**config.mk**
```make
export PLATFORM = sky130hd
export DESIGN_NAME = count_arbiter_flat
export DESIGN_NICKNAME = d
export VERILOG_FILES = /design/src/rtl/count_arbiter_if.sv /design/src/rtl/count_arbiter.sv /design/src/flat_wrapper.sv
export SDC_FILE = /design/constraint.sdc
export NUM_CORES = 1
export LEC_CHECK = 0
export ABC_AREA = 1
export CELL_PAD_IN_SITES_DETAIL_PLACEMENT = 1
export CELL_PAD_IN_SITES_GLOBAL_PLACEMENT = 1
export CORE_MARGIN = 3
export CORE_UTILIZATION = 37
export DETAILED_ROUTE_END_ITERATION = 7
export MAX_ROUTING_LAYER = met4
export PLACE_DENSITY_LB_ADDON = 0.15
export SETUP_SLACK_MARGIN = 0.4
export SLEW_MARGIN = 20
export SYNTH_ARGS = -nofsm -noshare
export SYNTH_HDL_FRONTEND = slang
export SYNTH_SLANG_ARGS = --single-unit
```
**constraint.sdc**
```tcl
create_clock -name Clk -period 2.75 [get_ports Clk]
set_input_delay 0.825 -clock Clk [delete_from_list [all_inputs] [get_ports Clk]]
set_output_delay 0.825 -clock Clk [all_outputs]
set_load 0.02 [all_outputs]
```
**src/rtl/count_arbiter_if.sv**
```systemverilog
// rtl/count_arbiter_if.sv - request/grant bundle between requesters, count_arbiter and the dual counter
interface count_arbiter_if;
    logic       Req0;
    logic       Req1;
    logic [3:0] Len0;
    logic [3:0] Len1;
    logic       Gnt0;
    logic       Gnt1;
    logic       Done0;
    logic       Done1;
    logic       En;
    logic       Slt;
    logic       Busy;

    modport slave (
        input  Req0, Req1, Len0, Len1,
        output Gnt0, Gnt1, Done0, Done1, En, Slt, Busy
    );

    modport master (
        output Req0, Req1, Len0, Len1,
        input  Gnt0, Gnt1, Done0, Done1, En, Slt, Busy
    );
endinterface

```
**src/rtl/count_arbiter.sv**
```systemverilog
// rtl/count_arbiter.sv - two-requester non-preemptive burst arbiter driving a dual counter
// Option: define COUNT_ARBITER_ROUND_ROBIN_EN for round-robin; default is fixed priority to Req0.
module count_arbiter (
    input  logic             Clk,
    input  logic             Reset,
    count_arbiter_if.slave   bus
);
    localparam logic [1:0] IDLE   = 2'd0;
    localparam logic [1:0] GRANT0 = 2'd1;
    localparam logic [1:0] GRANT1 = 2'd2;
    localparam logic [1:0] DONE   = 2'd3;

    logic [1:0] state_q, state_d;
    logic [4:0] rem_q, rem_d;
    logic       ptr_q, ptr_d;
    logic       gnt0_q, gnt0_d;
    logic       gnt1_q, gnt1_d;
    logic       done0_q, done0_d;
    logic       done1_q, done1_d;
    logic       en_q, en_d;
    logic       slt_q, slt_d;
    logic       busy_q, busy_d;

    logic       win1;
    logic [3:0] len_sel;

`ifdef COUNT_ARBITER_ROUND_ROBIN_EN
    // On contention requester 1 wins only if requester 1 was not served last.
    assign win1 = bus.Req1 & (~bus.Req0 | ~ptr_q);
`else
    assign win1 = bus.Req1 & ~bus.Req0;
`endif
    assign len_sel = win1 ? bus.Len1 : bus.Len0;

    always_comb begin
        state_d = state_q;
        rem_d   = rem_q;
        ptr_d   = ptr_q;
        gnt0_d  = gnt0_q;
        gnt1_d  = gnt1_q;
        done0_d = 1'b0;
        done1_d = 1'b0;
        en_d    = en_q;
        slt_d   = slt_q;
        busy_d  = busy_q;
        case (state_q)
            IDLE: begin
                if (bus.Req0 | bus.Req1) begin
                    rem_d   = (len_sel == 4'd0) ? 5'd16 : {1'b0, len_sel};
                    state_d = win1 ? GRANT1 : GRANT0;
                    gnt0_d  = ~win1;
                    gnt1_d  = win1;
                    en_d    = 1'b1;
                    slt_d   = win1;
                    busy_d  = 1'b1;
                    ptr_d   = win1;
                end
            end
            GRANT0, GRANT1: begin
                if (rem_q == 5'd1) begin
                    rem_d   = 5'd0;
                    gnt0_d  = 1'b0;
                    gnt1_d  = 1'b0;
                    en_d    = 1'b0;
                    slt_d   = 1'b0;
                    busy_d  = 1'b0;
                    done0_d = (state_q == GRANT0);
                    done1_d = (state_q == GRANT1);
                    state_d = DONE;
                end else begin
                    rem_d = rem_q - 5'd1;
                end
            end
            default: begin
                state_d = IDLE;
            end
        endcase
    end

    always_ff @(posedge Clk or negedge Reset) begin
        if (!Reset) begin
            state_q <= IDLE;
            rem_q   <= 5'd0;
            ptr_q   <= 1'b1;
            gnt0_q  <= 1'b0;
            gnt1_q  <= 1'b0;
            done0_q <= 1'b0;
            done1_q <= 1'b0;
            en_q    <= 1'b0;
            slt_q   <= 1'b0;
            busy_q  <= 1'b0;
        end else begin
            state_q <= state_d;
            rem_q   <= rem_d;
            ptr_q   <= ptr_d;
            gnt0_q  <= gnt0_d;
            gnt1_q  <= gnt1_d;
            done0_q <= done0_d;
            done1_q <= done1_d;
            en_q    <= en_d;
            slt_q   <= slt_d;
            busy_q  <= busy_d;
        end
    end

    assign bus.Gnt0  = gnt0_q;
    assign bus.Gnt1  = gnt1_q;
    assign bus.Done0 = done0_q;
    assign bus.Done1 = done1_q;
    assign bus.En    = en_q;
    assign bus.Slt   = slt_q;
    assign bus.Busy  = busy_q;
endmodule

```
**src/flat_wrapper.sv**
```systemverilog
// flat-port wrapper written by rule: the top's interface ports become plain ports
module count_arbiter_flat 
  (Clk, Reset, bus_Req0, bus_Req1, bus_Len0, bus_Len1, bus_Gnt0, bus_Gnt1, bus_Done0, bus_Done1, bus_En, bus_Slt, bus_Busy);
  count_arbiter_if bus_i ();
  input  logic Clk;
  input  logic Reset;
  input wire logic [$bits(bus_i.Req0)-1:0] bus_Req0;
  input wire logic [$bits(bus_i.Req1)-1:0] bus_Req1;
  input wire logic [$bits(bus_i.Len0)-1:0] bus_Len0;
  input wire logic [$bits(bus_i.Len1)-1:0] bus_Len1;
  output wire logic [$bits(bus_i.Gnt0)-1:0] bus_Gnt0;
  output wire logic [$bits(bus_i.Gnt1)-1:0] bus_Gnt1;
  output wire logic [$bits(bus_i.Done0)-1:0] bus_Done0;
  output wire logic [$bits(bus_i.Done1)-1:0] bus_Done1;
  output wire logic [$bits(bus_i.En)-1:0] bus_En;
  output wire logic [$bits(bus_i.Slt)-1:0] bus_Slt;
  output wire logic [$bits(bus_i.Busy)-1:0] bus_Busy;
  assign bus_i.Req0 = bus_Req0;
  assign bus_i.Req1 = bus_Req1;
  assign bus_i.Len0 = bus_Len0;
  assign bus_i.Len1 = bus_Len1;
  assign bus_Gnt0 = bus_i.Gnt0;
  assign bus_Gnt1 = bus_i.Gnt1;
  assign bus_Done0 = bus_i.Done0;
  assign bus_Done1 = bus_i.Done1;
  assign bus_En = bus_i.En;
  assign bus_Slt = bus_i.Slt;
  assign bus_Busy = bus_i.Busy;
  count_arbiter u_core (.Clk(Clk), .Reset(Reset), .bus(bus_i));
endmodule
```
## After elaboration in Yosys (flattened, before gate mapping)

Index checks and enable logic that the tools add are counted.

| cells by class | value |
|---|---|
| reduce and logical (&&, ||, !) cells | 7 |
| multiplexer cells | 20 |
| magnitude comparators | 0 |
| equality and inequality tests | 5 |
| divide/modulo/power cells | 0 |
| $mul | 0 |
| shift operators | 0 |
| add/sub/neg operators | 1 |
| bitwise operators | 4 |

Operator list:

| kind | count |
|---|---|
| $mux W5 | 3 |
| $pmux W5 S2 | 1 |
| $mux W1 | 8 |
| $mux W2 | 3 |
| $pmux W1 S2 | 3 |
| $eq A5 B1 Y1 const B | 1 |
| $sub A5 B1 Y5 const B | 1 |
| $logic_not A4 Y1 | 1 |
| $mux W4 | 1 |
| $ne A2 B1 Y1 const B | 2 |
| $pmux W2 S2 | 1 |
| $reduce_and A2 Y1 | 2 |
| $reduce_and A3 Y1 | 1 |
| $eq A2 B1 Y1 const B | 1 |
| $eq A2 B2 Y1 const B | 1 |
| $logic_not A2 Y1 | 1 |
| $not A1 Y1 | 2 |
| $reduce_bool A2 Y1 | 1 |
| $reduce_or A2 Y1 | 1 |
| $and A1 B1 Y1 | 1 |
| $or A1 B1 Y1 | 1 |

| word-level totals | value |
|---|---|
| bits in latches | 0 |
| output and inout port bits | 7 |
| bits in registers | 12 |
| logic and storage cells | 44 |
| ROM bits | 0 |
| bits of input ports | 12 |
| memories kept | 0 |
| bits in writable memories | 0 |

## Depth between registers and ports, before layout

| depth | value |
|---|---|
| word-level depth | 7 |
| mapped depth | 8 |

## Worst setup path before layout

No wires, ideal clock.

| timing path | value |
|---|---|
| path kind | input -> register |
| start point | input bus_Req1 |
| end point | register u_core.rem_q[4] |
| arrival | 1392 ps |
| buffers on the path | 0 |
| cell stages on the path | 7 |
| path slack | 1285 ps |
| data required time | 2677 ps |
| setup time | 73 ps |
| cells stage by stage | nor2_1 -> nand2_2 -> nand2_4 -> inv_4 -> nand2_4 -> nand2_2 -> a21oi_2 |

| on the way | value |
|---|---|
| cells in the longest elaborated chain, start to end | 6 |
| elaborated cells on any way between the ends | 9 |

RTL lines:

| item | line | text |
|---|---|---|
| from (decl) | flat_wrapper.sv:8 | `input wire logic [$bits(bus_i.Req1)-1:0] bus_Req1;` |
| $and A1 B1 Y1 | count_arbiter.sv:31 | `assign win1 = bus.Req1 & ~bus.Req0;` |
| $mux W4 | count_arbiter.sv:33 | `assign len_sel = win1 ? bus.Len1 : bus.Len0;` |
| $logic_not A4 Y1 | count_arbiter.sv:49 | `rem_d = (len_sel == 4'd0) ? 5'd16 : {1'b0, len_sel};` |
| $mux W5 | count_arbiter.sv:49 |  |
| $mux W5 | count_arbiter.sv:48 | `if (bus.Req0 \| bus.Req1) begin` |
| $pmux W5 S2 | count_arbiter.sv:46 | `case (state_q)` |
| to (signal assigned) | count_arbiter.sv:94 | `rem_q <= rem_d;` |
| to (decl) | count_arbiter.sv:14 | `logic [4:0] rem_q, rem_d;` |

Parallel ways exist; a longest one is shown, timed or not. The select of a mux whose other input is x is not followed.
A chain may end at the register's enable or synchronous reset.

==> results.ini <==
[status]
status = finished clean

[die]
core-area_um2 = 2000
start_util = 0.399
die_area_um2 = 2750
die_h_um = 52.5
die_width_um = 52.5
rows = 16
ios = 19

[drt]
drcViolationCount = 0
wirelength_um = 2050
top_layer = met4
vias_per_cell = 4.99
first_iter_violations = 12
dr.pass1.iters = 4
ant_nets = 0
avgRoutedWirePerCell_um = 13.6
met3_length_um = 88
wl_met1_um = 885
dr_wl_met2_um = 1060
vias = 753

[layout]
seq_area_um2 = 300
insertedDiodeCount = 0
layout.cells.most_common_list = 30 x nand2_1, 18 x clkdlybuf4s50_1, 12 x dfrtp_1, 10 x inv_1
final_area_um2 = 1020
multiInputGateArea_um2 = 432
drive_gt1_frac = 0.145
layout.nets = 144
final_common_cell = nand2_1
syn2layout_area_growth_pct = 27.7
nFillCells = 274

[yosys]
netlist_area_um2 = 798
synthCells = 105
synthTopCellsByArea = dfrtp_1 38%, nand2_1 14%, ha_1 9.4%
synth_seq_cells = 12
synth_fp_nets = 123
synth_warnings = 0
yosysTopAreaCell = dfrtp_1
synth_seq_area_share = 0.376
synthDistinctLibCells = 19
synth_top_area_frac = 0.376
synth_area_per_cell_um2 = 7.60

[timing]
period_minus_slack_ps = 2100
worst_slew_pin_slew_ps = 566
timing.final.hold_violations = 0
skew_ps = 1.84
maxSlewViolCount = 0
period_share = 0.763
max_freq_mhz = 477
setup_ws_ps = 652
slew_headroom = 0.621
rsz0062_at_grt = false
setup-tns-final_ps = 0
setup_viol = 0

[cts]
cts_tree = yes
numCtsBuffers = 3
htree_levels = 1
clock_latency_ps = 260
ctsHoldBuffers = 0
post_cts_buffers = 0
clock_sink_count = 12
cts_resized = 0
clockRootBuffer = clkbuf_4
clock_path_buffers = 2
clk_pin_slew_worst_paths_ps = 80

[global_routing]
overflow = 0
grtUsageTotal = 0.170
grt_pass1_wl_um = 3400
grt_pass1_vias = 794
antenna_found_initial = 0
grt_max_degree = 13

[pwr]
p_per_area_nw_per_um2 = 1220
finalPower_mw = 1.24
p_leak_nw = 0.507
ir_drop_mv = 0.389

[critical_path]
cp.required_ps = 1930
cp_top_family = buffers and inverters
cp_slowest_cell = clkdlybuf4s50_1
crit_chain = clkdlybuf4s50_1
crit_path_start_kind = flip-flop
critical_path_class = flip-flop to output pin
crit_buf_inv = 1
arrival_ps = 1270
critPathMaxFanout = 3
max_stage_delay_ps = 630
end_kind = output pin

[placement]
routabilityCongestion = 0.818
post-place-ws_ps = 607
dpl.hpwl_um = 1750
port_buffers = 18
placed_area_um2 = 997

[worst_hold_path]
hold_path.class = flip-flop to flip-flop

[job]
cap_violations = 0

==> synth_stat cells, drive strengths merged <==
master / n
o211ai: 1
o21ai: 7
xor2: 1
dfrtp: 12
buf: 2
nand3b: 2
nand2: 37
inv: 13
nand3: 8
nand4: 1
ha: 6
a21oi: 4
nor2: 11
==> registers in the layout, summed over array words and instances, names as in the netlist <==
| signal | count |
|---|---|
| u_core.bus.Done0 | 1 |
| u_core.bus.Done1 | 1 |
| u_core.bus.En | 1 |
| u_core.bus.Gnt0 | 1 |
| u_core.bus.Slt | 1 |
| u_core.rem_q | 5 |
| u_core.state_q | 2 |
==> layer usage <==
| layer | GRT usage | vias to the layer above |
|---|---|---|
| li1 | - | 371 |
| met1 | 0.183 | 356 |
| met2 | 0.318 | 22 |
| met3 | 0.0199 | 4 |
| met4 | 0.0596 | 0 |
| met5 | - | - |
==> where the power goes <==
group | internal, mW | leakage [nW] | switching (mW) | total (mW)
sequential | 0.258 | 0.149 | 0.0724 | 0.331
clock | 0.0505 | 0.0138 | 0.0577 | 0.108
combinational | 0.299 | 0.344 | 0.503 | 0.803
==> cell type report <==
type / count / share of cell area
Clock buffer: 3 / 0.0221
Inverter: 13 / 0.0503
Multi-Input combinational cell: 78 / 0.423
Sequential cell: 12 / 0.294
Tap cell: 27 / 0.0331
Timing Repair Buffer: 18 / 0.177
==> final timing paths <==
check	start	to	slack (ps)	depth (start not counted)
worst max-delay path	u_core.bus.En$_DFFE_PN0P_	bus_Busy	650	1
worst min-delay path	u_core.rem_q[1]$_DFFE_PN0P_	u_core.rem_q[1]$_DFFE_PN0P_	520	2
worst max register to register	u_core.state_q[0]$_DFFE_PN0P_	u_core.rem_q[4]$_DFFE_PN0P_	1220	7
worst min register to register	u_core.rem_q[1]$_DFFE_PN0P_	u_core.rem_q[1]$_DFFE_PN0P_	520	2
max in group asynchronous	Reset	u_core.rem_q[3]$_DFFE_PN0P_	1460	1
min in group asynchronous	Reset	u_core.rem_q[0]$_DFFE_PN0P_	920	1
==> worst reg2reg max path, cell delays in order (launching register included) <==
cell	delay [ps]
dfrtp_1	400
inv_1	80
ha_1	400
inv_2	180
nand2_1	90
nor2_2	100
nand3_1	100
a21oi_2	120
==> per-stage QoR <==
stage               utilization  instances  hold slack, ps
global route              0.509        151             572
finish                    0.509        151             521
global placement          0.498        148             478
floorplan                     -        105             481
detailed placement        0.498        148             507
CTS                       0.509        151             528
==> cell families (layout without fill, tap and decap cells) <==
group / Yosys count / in the layout / synth area share
xor+xnor: 1 / 1 / 0.0110
compound gates: 12 / 12 / 0.0893
simple gates: 59 / 59 / 0.346
buf+inv: 15 / 34 / 0.0831
fa+ha+maj: 6 / 6 / 0.0940
flops: 12 / 12 / 0.376
(Power assumes the default switching activity.)
